<file path="src/rtl/fetch_queue_unit.sv">
// fetch_queue_unit: instruction prefetch queue for the STRV32I front end.
// Issues sequential word fetches over a req/ack memory handshake, buffers
// returned words with their PCs in a circular queue, and presents the head
// to decode on a valid/ready interface. Redirects flush the queue; a fetch
// still in flight at redirect time is allowed to complete and is discarded.
module fetch_queue_unit #(
    parameter int                XLEN     = 32,
    parameter int                DEPTH    = 4,
    parameter logic [XLEN-1:0]   RESET_PC = '0
) (
    input  logic                     clk_in,
    input  logic                     rst_in,
    input  logic                     redirect_in,
    input  logic [XLEN-1:0]          redirect_pc_in,
    output logic                     imreq_out,
    output logic [XLEN-1:0]          imaddr_out,
    input  logic                     imack_in,
    input  logic [31:0]              imdata_in,
    output logic                     inst_valid_out,
    output logic [31:0]              inst_out,
    output logic [XLEN-1:0]          inst_pc_out,
    input  logic                     inst_ready_in,
    output logic                     misaligned_out,
    output logic [$clog2(DEPTH):0]   count_out
);

    localparam int PW = $clog2(DEPTH);
    localparam int CW = PW + 1;

    localparam logic [1:0] ST_IDLE  = 2'd0;
    localparam logic [1:0] ST_REQ   = 2'd1;
    localparam logic [1:0] ST_STALE = 2'd2;
    localparam logic [1:0] ST_FAULT = 2'd3;

    // Fetch targets must be word aligned; anything else parks the unit in FAULT.
    function automatic logic is_misaligned(input logic [XLEN-1:0] addr);
        return addr[1:0] != 2'b00;
    endfunction

    logic [1:0]      state;
    logic [1:0]      state_next;
    logic [XLEN-1:0] pc_q;
    logic [XLEN-1:0] pc_next;
    logic [XLEN-1:0] pending_pc;
    logic [XLEN-1:0] pending_next;
    logic [XLEN-1:0] stale_target;
    logic            flush;

    logic [PW-1:0]   head;
    logic [PW-1:0]   tail;
    logic [CW-1:0]   count;
    logic [CW-1:0]   count_next;
    logic            push;
    logic            pop;
    logic            has_room;

    logic [31:0]     mem_inst [DEPTH];
    logic [XLEN-1:0] mem_pc   [DEPTH];

    // A redirect cycle hides the head so decode never consumes a flushed entry.
    assign inst_valid_out = (count != '0) && !redirect_in;
    assign pop            = inst_valid_out && inst_ready_in;
    assign push           = (state == ST_REQ) && imack_in && !redirect_in;
    assign count_next     = count + CW'(push) - CW'(pop);
    assign has_room       = count_next < CW'(DEPTH);

    // When the stale fetch finally completes, a redirect in that same cycle wins.
    assign stale_target   = redirect_in ? redirect_pc_in : pending_pc;

    assign imreq_out      = (state == ST_REQ) || (state == ST_STALE);
    assign imaddr_out     = pc_q;
    assign misaligned_out = (state == ST_FAULT);
    assign count_out      = count;

    // Head data is zeroed when nothing is presented, which also gives clean reset values.
    assign inst_out       = inst_valid_out ? mem_inst[head] : '0;
    assign inst_pc_out    = inst_valid_out ? mem_pc[head]   : '0;

    // Fetch FSM: next state, next fetch address, pending redirect target and flush.
    always_comb begin
        state_next   = state;
        pc_next      = pc_q;
        pending_next = pending_pc;
        flush        = 1'b0;
        case (state)
            ST_IDLE: begin
                if (redirect_in) begin
                    flush      = 1'b1;
                    pc_next    = redirect_pc_in;
                    state_next = is_misaligned(redirect_pc_in) ? ST_FAULT : ST_REQ;
                end else if (has_room) begin
                    state_next = ST_REQ;
                end
            end
            ST_REQ: begin
                if (redirect_in) begin
                    flush = 1'b1;
                    if (imack_in) begin
                        pc_next    = redirect_pc_in;
                        state_next = is_misaligned(redirect_pc_in) ? ST_FAULT : ST_REQ;
                    end else begin
                        // Bus address must stay put until the ack, so park the target.
                        pending_next = redirect_pc_in;
                        state_next   = ST_STALE;
                    end
                end else if (imack_in) begin
                    pc_next    = pc_q + XLEN'(4);
                    state_next = has_room ? ST_REQ : ST_IDLE;
                end
            end
            ST_STALE: begin
                if (redirect_in) begin
                    flush = 1'b1;
                end
                if (imack_in) begin
                    pc_next    = stale_target;
                    state_next = is_misaligned(stale_target) ? ST_FAULT : ST_REQ;
                end else if (redirect_in) begin
                    pending_next = redirect_pc_in;
                end
            end
            ST_FAULT: begin
                if (redirect_in) begin
                    flush      = 1'b1;
                    pc_next    = redirect_pc_in;
                    state_next = is_misaligned(redirect_pc_in) ? ST_FAULT : ST_REQ;
                end
            end
            default: begin
                state_next = ST_IDLE;
            end
        endcase
    end

    // Control registers: FSM state, fetch PC, queue pointers and occupancy.
    always_ff @(posedge clk_in or negedge rst_in) begin
        if (!rst_in) begin
            state <= ST_IDLE;
            pc_q  <= RESET_PC;
            head  <= '0;
            tail  <= '0;
            count <= '0;
        end else begin
            state <= state_next;
            pc_q  <= pc_next;
            if (flush) begin
                head  <= '0;
                tail  <= '0;
                count <= '0;
            end else begin
                count <= count_next;
                if (pop) begin
                    head <= head + PW'(1);
                end
                if (push) begin
                    tail <= tail + PW'(1);
                end
            end
        end
    end

    // Pending redirect target is only read after being written in STALE entry.
    always_ff @(posedge clk_in) begin
        pending_pc <= pending_next;
    end

    // Queue storage: write the returned word and its PC at the tail.
    always_ff @(posedge clk_in) begin
        if (push) begin
            mem_inst[tail] <= imdata_in;
            mem_pc[tail]   <= pc_q;
        end
    end

endmodule

</file>
<file path="config.mk">
export PLATFORM = sky130hd
export DESIGN_NAME = fetch_queue_unit
export DESIGN_NICKNAME = d
export VERILOG_FILES = /design/src/rtl/fetch_queue_unit.sv
export SDC_FILE = /design/constraint.sdc
export NUM_CORES = 1
export LEC_CHECK = 0
export BUFFER_PORTS_ARGS = -buffer_cell sky130_fd_sc_hd__buf_2
export CORE_ASPECT_RATIO = 1.2
export CORE_MARGIN = 4
export CORE_UTILIZATION = 63
export CTS_CLUSTER_DIAMETER = 60
export DETAILED_ROUTE_END_ITERATION = 7
export PLACE_DENSITY = 0.85
export SETUP_SLACK_MARGIN = 0.4
export SYNTH_ARGS = -nofsm -noshare
export SYNTH_HDL_FRONTEND = slang
export SYNTH_SLANG_ARGS = --single-unit
</file>
<file path="constraint.sdc">
create_clock -name clk_in -period 7.78 [get_ports clk_in]
set_input_delay 1.167 -clock clk_in [delete_from_list [all_inputs] [get_ports clk_in]]
set_output_delay 1.167 -clock clk_in [all_outputs]
set_load 0.01 [all_outputs]
</file>
# Word-level counts from Yosys, hierarchy flattened
# Memory sizes are Yosys's and may differ from the RTL's.
# Cells that the tools add are included.
[word_totals]
register_bits = 73
n_memories = 2
word_cells = 77
out_inout_bits = 102
ramBits = 256
[mem_list]
columns = ["memory", "words", "width", "read_ports", "rd_ports_with_merged_regs", "write_ports", "line_no", "text"]
rows = [
  ["mem_inst", 4, 32, 1, 0, 1, "57", "logic [31:0] mem_inst [DEPTH];"],
  ["mem_pc", 4, 32, 1, 0, 1, "58", "logic [XLEN-1:0] mem_pc [DEPTH];"],
]
[op_classes]
n_reduce_logical = 18
add_sub_neg = 5
order_cmp = 1
eq_ne = 12
muxes = 33
[ops]
columns = ["op", "n"]
rows = [
  ["$mux W32", 11],
  ["$pmux W32 S3", 1],
  ["$pmux W32 S2", 1],
  ["$add A32 B3 Y32 const B", 1],
  ["$mux W2", 13],
  ["$ne A2 B2 Y1 const B", 6],
  ["$reduce_bool A2 Y1", 5],
  ["$pmux W2 S4", 1],
  ["$reduce_and A4 Y1", 2],
  ["$ne A3 B3 Y1 const B", 2],
  ["$mux W1", 5],
  ["$add A2 B1 Y2 const B", 2],
  ["$eq A2 B2 Y1 const B", 2],
  ["$logic_and A1 B1 Y1", 4],
  ["$reduce_or A4 Y1", 1],
  ["$add A3 B1 Y3", 1],
  ["$lt A3 B3 Y1 const B", 1],
  ["$mux W3", 1],
  ["$reduce_and A3 Y1", 1],
  ["$reduce_bool A3 Y1", 1],
  ["$sub A3 B1 Y3", 1],
  ["$eq A2 B1 Y1 const B", 1],
  ["$logic_not A2 Y1", 1],
  ["$ne A2 B1 Y1 const B", 1],
  ["other kinds (3)", 3],
]

# Logic depth before layout (Yosys ltp)
# Gate-level depths: netlist of the first run.
[logic_depth]
depth_word = 10
ltp_mapped = 15

# Least setup slack after synthesis of the first run
# Ideal clock, no wire load.
[synth_timing]
path_type = "input -> register"
startpoint = "input redirect_in"
endpoint = "register pending_pc[0] (enable)"
path_stages = 6
path_slack_ns = 3.656
arrival_ns = 3.703
n_path_buf = 4
path_cell_list = "clkbuf_1 -> clkbuf_1 -> buf_2 -> buf_1 -> mux2i_1 -> nor2_1"
[synth_via]
elab_chain_cells = 2
[synth_rtl]
columns = ["element", "line_no", "text"]
rows = [
  ["start, declared", "13", "input logic redirect_in,"],
  ["$ne A2 B2 Y1 (no line)", "n/a", ""],
  ["$reduce_and A4 Y1 (no line)", "n/a", ""],
  ["end signal, assigned", "164", "pending_pc <= pending_next;"],
  ["end, declared", "44", "logic [XLEN-1:0] pending_pc;"],
]
# No other way between the ends.
# A chain may end at the register's enable or synchronous reset.

# Worst setup path after layout of the first run
[layout_timing]
startpoint = "register head[0]"
endpoint = "output inst_pc_out[13]"
[layout_via]
elab_chain_cells = 2
[layout_rtl]
columns = ["element", "line_no", "text"]
rows = [
  ["start, declared", "49", "logic [PW-1:0] head;"],
  ["start signal, assigned", "153", "head <= head + PW'(1);"],
  ["$mem_v2 Z4 W32", "n/a", ""],
  ["$mux W32", "77", "assign inst_pc_out = inst_valid_out ? mem_pc[head] : '0;"],
  ["end, declared", "21", "output logic [XLEN-1:0] inst_pc_out,"],
]
# No other way between the ends.

==> results.sh, run 1 <==
export IMPL_wire_length_of_the_first_global_routing_pass_um=48800
export IMPL_timing_clock_skew_ns=0.0247
export IMPL_finalWorstPathRequiredPeriod_ns=4.26
export IMPL_peakVddDrop_v=0.000230
export IMPL_synth_seq_cells=329
export IMPL_async_flop_share=0.125
export IMPL_yosys_area_top_type="edfxtp_1"
export IMPL_cts_tree="built"
export IMPL_layout_worst_path_cycle_share=0.547
export IMPL_finalHoldWorstSlack_ns=0.567
export IMPL_holdPathStages=2
export IMPL_grtUsageTotal=0.239
export IMPL_postRouteWirelength_um=30700
export IMPL_final_nets=1157
export IMPL_max_slew_worst_pin_slew_ns=1.26
export IMPL_hold_path_class="reg2reg"
export IMPL_vias_per_cell=6.39
export IMPL_critical_path_max_fanout=37
export IMPL_port_buffers=170
export IMPL_report_final_setup_viol=0
export IMPL_num_vias=8818
export IMPL_synthesis_nets=1004
export IMPL_synth_area_top_cells="edfxtp_1 (60%), mux4_2 (9.9%), dfrtp_1 (7.1%)"
export IMPL_place_area_sq_um=15600
export IMPL_cts_hold_buffers=0
export IMPL_clock_tree_root_cell="clkbuf_16"
export IMPL_postSynthCellCount=922
export IMPL_floorplan_core_area_sq_um=22500
export IMPL_syn_cell_area_sq_um=14500
export IMPL_maxCapViolations=0
export IMPL_fp_dieArea_sq_um=25500
export IMPL_final_cells=1379
export IMPL_first_global_vias=8683
export IMPL_worst_slew_margin_rel=0.159
export IMPL_timing_reg2reg_worst_path_depth=12
export IMPL_cts_setup_buffers=0
export IMPL_numClockSinks=329
export IMPL_number_of_buffers_created_by_cts=31
export IMPL_grt_ovfl_total=0
export IMPL_drc=0
export IMPL_worst_setup_start_kind="flop"
export IMPL_io_pin_count=171
export IMPL_clkLatencyLatePin_ns=0.55
export IMPL_h_tree_depth=1
export IMPL_dieWidth_um=147
export IMPL_fin_util=0.737
export IMPL_finalWorstSetupSlack_ns=3.52
export IMPL_leading_cell_types_in_the_layout_fill_and_taps_excluded="edfxtp_1 (288), buf_2 (170), and2_1 (65)"
export IMPL_dp_worst_setup_slack_ns=3.30
export IMPL_num_rows=60
export IMPL_synth_top_cell_area_share=0.596
export IMPL_layout_drive_gt1_share=0.316
export IMPL_gp_congestion=0.926
export IMPL_firstDrtPassIters=8
export IMPL_clock_tree_buffer_depth=3
export IMPL_ys_flop_type="edfxtp_1"
export IMPL_synth_seq_area_share=0.667
export IMPL_initial_core_util=0.644
export IMPL_rsz0062_at_grt="no"
export IMPL_power_static_leakage_nw=5.93
export IMPL_area_growth_pct=14.4
export IMPL_worst_setup_path_end_kind="output port"
export IMPL_first_iter_violations=827
export IMPL_achievable_frequency_mhz=235
export IMPL_synth_cell_type_count=59
export IMPL_wl_per_cell_um=22.2
export IMPL_status="complete, no violations"
export IMPL_grt_start_max_net_pins=81
export IMPL_data_required_time_at_the_worst_endpoint_ns=6.61
export IMPL_fin_total_pwr_mw=5.83
export IMPL_cts_repair_resized=0
export IMPL_most_common_cell_after_layout_fill_and_taps_aside="edfxtp_1"
export IMPL_setup_tns_final_ns=0
export IMPL_dp_cells=1321
export IMPL_synth_yosys_warnings=0
export IMPL_power_density_cell_area_nw_per_um2=351
export IMPL_post_synth_cell_area_avg_sq_um=15.7
export IMPL_worst_setup_hold_path_clk_slew_ns=0.06
export IMPL_hold_viol_final=0
export IMPL_stdcell_area_sq_um=16600
export IMPL_grt_antenna_before_repair=0
export IMPL_routed_antenna_nets=0
export IMPL_die_h_um=174
export IMPL_finalMaxSlewViolations=0
export IMPL_hpwlAfterDp_um=19100
export IMPL_synth_enable_flop_cells=288
export IMPL_cp_data_arrival_time_ns=3.09
export IMPL_worstSetupPathType="reg2out"
-- power breakdown --
part	total (mW)	leakage (nW)	internal (mW)	switching (mW)
registers	2.59	3.11	2.24	0.345
clock network	1.52	0.502	0.899	0.617
logic	1.72	2.32	0.758	0.967
total	5.83	5.93	3.90	1.93
-- critical path: stages (launching register included) --
cell and delay [ns]:
dfrtp_4 0.89, buf_4 0.65, mux4_2 0.63, and2_1 0.18
buf_2 0.14
-- final cells by class --
cell class | count | area, sq um
flip-flops and latches | 329 | 9680
fillers | 1370 | 5920
multi-input cells | 514 | 4540
repair buffers | 179 | 918
clock buffers | 38 | 802
well taps | 279 | 349
clock inverters | 19 | 228
inverters | 20 | 75.1
diodes | 1 | 2.50
-- routing by layer --
metal | wire (um) | up-vias | track usage
li1 | - | 3965 | -
met1 | 12500 | 4399 | 0.344
met2 | 15000 | 394 | 0.385
met3 | 2330 | 60 | 0.0417
met4 | 765 | 0 | 0.0682
met5 | 0 | - | 0
-- Yosys cell counts (3+ instances only) --
master and n:
a21o_1 5, nor3_1 19, clkbuf_1 44, o311ai_0 4
o21a_1 3, a211o_1 7, nor2b_1 3, o41ai_1 4
nor4_1 8, o2bb2ai_1 3, mux2_2 45, inv_1 20
a221oi_1 17, xnor2_1 3, nand2_1 41, buf_1 3
ha_1 12, a22o_1 4, xor2_1 4, nand4_1 9
mux4_2 64, edfxtp_1 288, dfrtp_1 41, mux2i_1 11
nor2_1 34, buf_2 12, and3_1 4, o31ai_1 6
nand3_1 16, o21ai_0 34, a21oi_1 37, a211oi_1 12
and2_1 69, a22oi_1 6
-- path summary, 6_finish.rpt --
kind,slack (ns),start,endpoint
worst min-delay path,0.57,tail[1],tail[1]
max in group asynchronous,6.26,rst_in,head[0]
worst min register to register,0.57,tail[1],tail[1]
min in group asynchronous,0.78,rst_in,imaddr_out[24]
worst max-delay path,3.52,head[0],inst_pc_out[13]
worst max register to register,3.97,count_out[1],state[0]
-- flip-flops by register name, indices dropped and copies added, names as in the netlist --
register    cells
pending_pc     32
mem_pc        128
mem_inst      128
head            2
tail            2
imaddr_out     32
state           2
count_out       3
-- cells by family after synthesis --
kind of cell / share of synthesized area
flip-flops: 0.667
AND/OR/NAND/NOR: 0.0768
AO/OA/AOI/OAI: 0.0771
multiplexers: 0.142
buffers and inverters: 0.0215
adder cells (fa/ha/maj): 0.0117
XOR/XNOR: 0.00423
No activity file was read; power rests on OpenSTA's default activity.
==> run 2: changes to the inputs <==
--- a/config.mk
+++ b/config.mk
@@ -8,10 +8,10 @@
 export BUFFER_PORTS_ARGS = -buffer_cell sky130_fd_sc_hd__buf_2
 export CORE_ASPECT_RATIO = 1.2
 export CORE_MARGIN = 4
-export CORE_UTILIZATION = 63
+export CORE_UTILIZATION = 53
 export CTS_CLUSTER_DIAMETER = 60
 export DETAILED_ROUTE_END_ITERATION = 7
-export PLACE_DENSITY = 0.85
+export PLACE_DENSITY = 0.76
 export SETUP_SLACK_MARGIN = 0.4
 export SYNTH_ARGS = -nofsm -noshare
 export SYNTH_HDL_FRONTEND = slang
==> constraint.sdc (replaced) <==
create_clock -name clk_in -period 3.9 [get_ports clk_in]
set_input_delay 0.585 -clock clk_in [delete_from_list [all_inputs] [get_ports clk_in]]
set_output_delay 0.585 -clock clk_in [all_outputs]
set_load 0.01 [all_outputs]
==> results.sh, run 2 (synthesis gave the netlist of run 1 again) <==
export IMPL_status="complete, no violations"
export IMPL_r2r_slack_ns=0.72
export IMPL_first_iter_violations=727
export IMPL_critical_path_max_fanout=7
export IMPL_worstPathBufferInverterCount=4
export IMPL_total_inserted_antenna_cells=0
export IMPL_cp_cell_sequence="inv_1, ha_1, nand2_1, nor2_1, inv_1, ha_1, inv_1, ha_1, inv_1, fa_1, xnor2_1, nor2_1, a21oi_1, mux2_2"
export IMPL_setup_tns_final_ns=0
export IMPL_h_tree_depth=1
export IMPL_finalWorstPathRequiredPeriod_ns=3.18
export IMPL_floorplan_core_area_sq_um=27100
export IMPL_grt_start_max_net_pins=67
export IMPL_worst_path_stages=14
export IMPL_postRouteWirelength_um=31500
export IMPL_layout_drive_gt1_share=0.316
export IMPL_dp_worst_setup_slack_ns=0.745
export IMPL_busiest_layer_in_global_routing="met2"
export IMPL_fp_dieArea_sq_um=30100
export IMPL_final_nets=1164
export IMPL_first_global_vias=8712
export IMPL_fin_total_pwr_mw=11.5
export IMPL_fill_cells=2059
export IMPL_met2_usage=0.349
export IMPL_cts_tree="built"
export IMPL_max_slew_worst_pin_slew_ns=1.11
export IMPL_dieWidth_um=159
export IMPL_worstReg2RegEnd="state[0]"
export IMPL_cts_hold_buffers=0
export IMPL_finalWorstSetupSlack_ns=0.720
export IMPL_grt_antenna_before_repair=0
export IMPL_worst_setup_hold_path_clk_slew_ns=0.06
export IMPL_rsz0062_at_grt="no"
export IMPL_grtUsageTotal=0.208
export IMPL_vias_per_cell=6.06
export IMPL_report_final_setup_viol=0
export IMPL_maxCapViolations=0
export IMPL_largest_registers="mem_inst (128), mem_pc (128)"
export IMPL_firstDrtPassIters=5
export IMPL_num_vias=8767
export IMPL_leading_cell_types_in_the_layout_fill_and_taps_excluded="edfxtp_1 (288), buf_2 (170), and2_1 (65)"
export IMPL_clkLatencyLatePin_ns=0.55
export IMPL_hpwlAfterDp_um=20000
export IMPL_most_common_cell_after_layout_fill_and_taps_aside="edfxtp_1"
export IMPL_number_of_buffers_created_by_cts=31
export IMPL_port_buffers=170
export IMPL_r2r_start="state[1]"
export IMPL_drc=0
export IMPL_clock_tree_buffer_depth=3
export IMPL_worst_setup_path_end_kind="flop"
export IMPL_die_h_um=189
export IMPL_slowest_delay_ns=0.41
export IMPL_achievable_frequency_mhz=315
export IMPL_cts_setup_buffers=0
export IMPL_gp_congestion=0.893
export IMPL_crit_path_frequent_cell="inv_1"
export IMPL_finalMaxSlewViolations=0
export IMPL_grt_met1_usage=0.294
export IMPL_num_rows=66
export IMPL_peakVddDrop_v=0.000398
export IMPL_power_static_leakage_nw=5.93
export IMPL_initial_core_util=0.536
export IMPL_cp_data_arrival_time_ns=3.61
export IMPL_layout_worst_path_cycle_share=0.815
export IMPL_area_growth_pct=14.9
export IMPL_worst_setup_start_kind="flop"
export IMPL_crit_path_top_delay_cell="dfrtp_1"
export IMPL_hold_path_class="in2async"
export IMPL_finalHoldWorstSlack_ns=0.199
export IMPL_cts_repair_resized=0
export IMPL_numClockSinks=329
export IMPL_cp_top_family="adder cells"
export IMPL_wire_length_of_the_first_global_routing_pass_um=49700
export IMPL_clock_tree_root_cell="clkbuf_16"
export IMPL_hold_viol_final=0
export IMPL_timing_clock_skew_ns=0.00857
export IMPL_power_density_cell_area_nw_per_um2=689
export IMPL_worstSetupPathType="reg2reg"
export IMPL_io_pin_count=171
export IMPL_worst_slew_margin_rel=0.260
export IMPL_timing_reg2reg_worst_path_depth=14
export IMPL_groute_layer_met3_usage=0.0272
export IMPL_data_required_time_at_the_worst_endpoint_ns=4.33
export IMPL_wl_per_cell_um=21.8
export IMPL_grt_ovfl_total=0
export IMPL_routed_antenna_nets=0
## run 2: cell types whose count changed in the layout (fill, tap and decap cells not counted)
| cell | previous run | this run |
|---|---|---|
| clkinv_1 | 5 | 11 |
| clkbuf_1 | 7 | 5 |
| buf_4 | 9 | 13 |
| clkinv_4 | 1 | 0 |
| buf_12 | 0 | 3 |
| bufinv_16 | 5 | 2 |
| inv_6 | 2 | 0 |
| clkinv_2 | 5 | 6 |
| diode_2 | 1 | 0 |
| clkinvlp_4 | 1 | 2 |
## run 2: worst max path at each step
stage | startpoint | endpoint | slack [ns]
2_1_floorplan | redirect_in | state[0] | 0.43
3_3_place_gp | state[1] | state[1] | 0.86
3_5_place_dp | state[1] | state[1] | 0.74
4_1_cts | state[1] | state[1] | 0.72
5_1_grt | state[1] | state[1] | 0.43
6_report | state[1] | state[0] | 0.72
## run 2: final cells by class
class	count	area, sq um	share of cell area
repair buffers	186	1010	0.0605
clock inverters	21	146	0.00878
multi-input cells	514	4540	0.273
inverters	20	75.1	0.00450
well taps	340	425	0.0255
clock buffers	36	795	0.0477
flip-flops and latches	329	9680	0.581
## run 2: per-stage QoR
| step | instances | instance area [sq um] | utilization |
|---|---|---|---|
| floorplan | 922 | 14500 | - |
| global placement | 1389 | 15700 | 0.581 |
| detailed placement | 1389 | 15700 | 0.581 |
| CTS | 1446 | 16700 | 0.616 |
| global route | 1446 | 16700 | 0.616 |
| finish | 1446 | 16700 | 0.616 |
## run 2: report_power, final
part	leakage (nW)	internal, mW	switching, mW
registers	3.11	4.47	0.667
logic	2.36	1.57	1.97
clock network	0.457	1.58	1.22
## run 2: layer usage
metal / vias up / part of all wire
met5: - / 0
met4: 0 / 0.023
met3: 52 / 0.062
met2: 316 / 0.50
met1: 4425 / 0.42
li1: 3974 / -
==> run 3: changes to the inputs <==
--- a/config.mk
+++ b/config.mk
@@ -5,13 +5,14 @@
 export SDC_FILE = /design/constraint.sdc
 export NUM_CORES = 1
 export LEC_CHECK = 0
+export ABC_AREA = 1
 export BUFFER_PORTS_ARGS = -buffer_cell sky130_fd_sc_hd__buf_2
 export CORE_ASPECT_RATIO = 1.2
 export CORE_MARGIN = 4
-export CORE_UTILIZATION = 53
+export CORE_UTILIZATION = 59
 export CTS_CLUSTER_DIAMETER = 60
 export DETAILED_ROUTE_END_ITERATION = 7
-export PLACE_DENSITY = 0.76
+export PLACE_DENSITY = 0.8
 export SETUP_SLACK_MARGIN = 0.4
 export SYNTH_ARGS = -nofsm -noshare
 export SYNTH_HDL_FRONTEND = slang
==> constraint.sdc (replaced) <==
create_clock -name clk_in -period 3.1 [get_ports clk_in]
set_input_delay 0.465 -clock clk_in [delete_from_list [all_inputs] [get_ports clk_in]]
set_output_delay 0.465 -clock clk_in [all_outputs]
set_load 0.01 [all_outputs]
==> results.sh, run 3 <==
export IMPL_fill_cells=1840
export IMPL_setup_tns_final_ns=0
export IMPL_worst_setup_hold_path_clk_slew_ns=0.06
export IMPL_ys_flop_type="edfxtp_1"
export IMPL_stdcell_area_sq_um=17300
export IMPL_total_switching_power_mw=5.82
export IMPL_hold_viol_final=0
export IMPL_power_combinational_fraction=0.332
export IMPL_gp_congestion=0.846
export IMPL_cts_hold_buffers=0
export IMPL_wire_length_of_the_first_global_routing_pass_um=57500
export IMPL_grt_ovfl_total=0
export IMPL_hold_path_class="in2async"
export IMPL_grt_met1_usage=0.316
export IMPL_dp_cells=1951
export IMPL_fin_util=0.693
export IMPL_layout_worst_path_cycle_share=0.840
export IMPL_met2_usage=0.442
export IMPL_cp_data_arrival_time_ns=2.14
export IMPL_num_rows=63
export IMPL_finalMaxSlewViolations=0
export IMPL_grt_start_max_net_pins=84
export IMPL_clock_tree_root_cell="clkbuf_16"
export IMPL_status="complete, no violations"
export IMPL_first_global_vias=11513
export IMPL_synth_area_top_cells="edfxtp_1 (58%), nor2_1 (7.6%), nand2_1 (7.3%)"
export IMPL_worst_setup_path_end_kind="output port"
export IMPL_largest_registers="mem_inst (128), mem_pc (128)"
export IMPL_die_h_um=183
export IMPL_postRouteWirelength_um=35900
export IMPL_firstDrtPassIters=5
export IMPL_worstSetupPathType="reg2out"
export IMPL_h_tree_depth=2
export IMPL_finalWorstSetupSlack_ns=0.497
export IMPL_max_slew_worst_pin_slew_ns=1.04
export IMPL_r2r_slack_ns=0.53
export IMPL_groute_layer_met3_usage=0.0406
export IMPL_clock_tree_buffer_depth=3
export IMPL_maxCapViolations=0
export IMPL_num_vias=11426
export IMPL_number_of_buffers_created_by_cts=34
export IMPL_synth_top_cells_by_count="nor2_1 (304), nand2_1 (292), edfxtp_1 (288)"
export IMPL_finalWorstPathRequiredPeriod_ns=2.60
export IMPL_cellInternalPower_mw=9.52
export IMPL_layout_drive_gt1_share=0.164
export IMPL_dieWidth_um=154
export IMPL_io_pin_count=171
export IMPL_busiest_layer_in_global_routing="met2"
export IMPL_leading_cell_types_in_the_layout_fill_and_taps_excluded="nor2_1 (299), nand2_1 (292), edfxtp_1 (288)"
export IMPL_synth_seq_area_share=0.644
export IMPL_synth_seq_cells=329
export IMPL_fin_total_pwr_mw=15.3
export IMPL_final_cells=2015
export IMPL_initial_core_util=0.603
export IMPL_worst_slew_margin_rel=0.309
export IMPL_hpwlAfterDp_um=21300
export IMPL_worst_setup_start_kind="flop"
export IMPL_critical_path_max_fanout=64
export IMPL_synth_cell_type_count=40
export IMPL_fp_dieArea_sq_um=28100
export IMPL_first_iter_violations=859
export IMPL_power_static_leakage_nw=6.83
export IMPL_grtUsageTotal=0.253
export IMPL_drc=0
export IMPL_p_seq_frac=0.420
export IMPL_most_common_cell_after_layout_fill_and_taps_aside="nor2_1"
export IMPL_numClockSinks=329
export IMPL_area_growth_pct=14.9
export IMPL_rsz0062_at_grt="no"
export IMPL_report_final_setup_viol=0
export IMPL_yosys_area_top_type="edfxtp_1"
export IMPL_async_flop_share=0.125
export IMPL_cts_tree="built"
export IMPL_grt_antenna_before_repair=1
export IMPL_synth_yosys_warnings=0
export IMPL_clkLatencyLatePin_ns=0.51
export IMPL_synth_top_cell_area_share=0.576
export IMPL_final_nets=1745
export IMPL_synth_most_common_cell="nor2_1"
export IMPL_synthesis_nets=1602
export IMPL_post_synth_cell_area_avg_sq_um=9.89
export IMPL_finalHoldWorstSlack_ns=0.141
export IMPL_floorplan_core_area_sq_um=24900
export IMPL_timing_clock_skew_ns=0.0168
export IMPL_data_required_time_at_the_worst_endpoint_ns=2.63
export IMPL_routed_antenna_nets=0
export IMPL_achievable_frequency_mhz=384
export IMPL_postSynthCellCount=1520
export IMPL_port_buffers=170
export IMPL_clock_share_of_power=0.248
export IMPL_syn_cell_area_sq_um=15000
export IMPL_power_density_cell_area_nw_per_um2=888
export IMPL_place_area_sq_um=16200
export IMPL_swShare=0.379
export IMPL_vias_per_cell=5.67
export IMPL_peakVddDrop_v=0.000543
export IMPL_synth_enable_flop_cells=288
export IMPL_dp_worst_setup_slack_ns=0.424
export IMPL_wl_per_cell_um=17.8
[run 3: repair_timing]
| action | in CTS | in global routing |
|---|---|---|
| setup buffers | 0 | 1 |
| resized for setup | 2 | 9 |
| setup endpoints to repair | 63 | 18 |
[run 3: path summary, 6_finish.rpt]
check                                    from              end  cells past startpoint
worst min-delay path                   rst_in     count_out[0]                      1
min in group clk_in             imdata_in[10]  mem_inst[3][10]                      1
worst max register to register       state[0]         state[0]                     17
max in group asynchronous              rst_in          head[0]                      1
worst max-delay path             count_out[1]  inst_pc_out[12]                      6
worst min register to register       state[1]         state[1]                      2
[run 3: cell type report]
cell class                      count  area [sq um]  area share
Sequential cell                   329          9680       0.560
Multi-Input combinational cell   1030          4730       0.274
Timing Repair Buffer              192          1110      0.0643
Clock buffer                       41           918      0.0532
Tap cell                          325           407      0.0235
Inverter                           76           287      0.0166
Clock inverter                     21           140     0.00811
Antenna cell                        1          2.50    0.000145
[run 3: kinds of logic (layout without fill, tap and decap cells)]
family | Yosys count | count (layout) | share of synthesized area
flip-flops | 329 | 329 | 0.644
buffers and inverters | 161 | 330 | 0.0450
other | 0 | 1 | 0
AO/OA/AOI/OAI | 353 | 353 | 0.123
AND/OR/NAND/NOR | 660 | 660 | 0.175
adder cells (fa/ha/maj) | 13 | 13 | 0.0113
XOR/XNOR | 4 | 4 | 0.00233
[run 3: worst max-delay path: stages (launching register included)]
cell     delay [ns]
dfrtp_1        0.44
nor3_1         0.22
nor2_1         0.09
inv_2          0.07
buf_8          0.36
a21oi_1        0.18
buf_2          0.19
[run 3: power by group through the flow]
| stage | Combinational [mW] | Sequential (mW) | Clock [mW] |
|---|---|---|---|
| 3_5_place_dp | 5.01 | 6.50 | 0 |
| 3_3_place_gp | 4.88 | 6.46 | 0 |
| 6_report | 5.10 | 6.44 | 3.80 |
| 5_1_grt | 5.71 | 6.51 | 4.05 |
| 2_1_floorplan | 3.37 | 6.32 | 0 |
| 4_1_cts | 5.05 | 6.41 | 3.86 |
[run 3: metal layers]
| metal | vias up | share of wire |
|---|---|---|
| li1 | 5478 | - |
| met1 | 5390 | 0.39 |
| met2 | 482 | 0.50 |
| met3 | 76 | 0.079 |
| met5 | - | 0 |
| met4 | 0 | 0.031 |
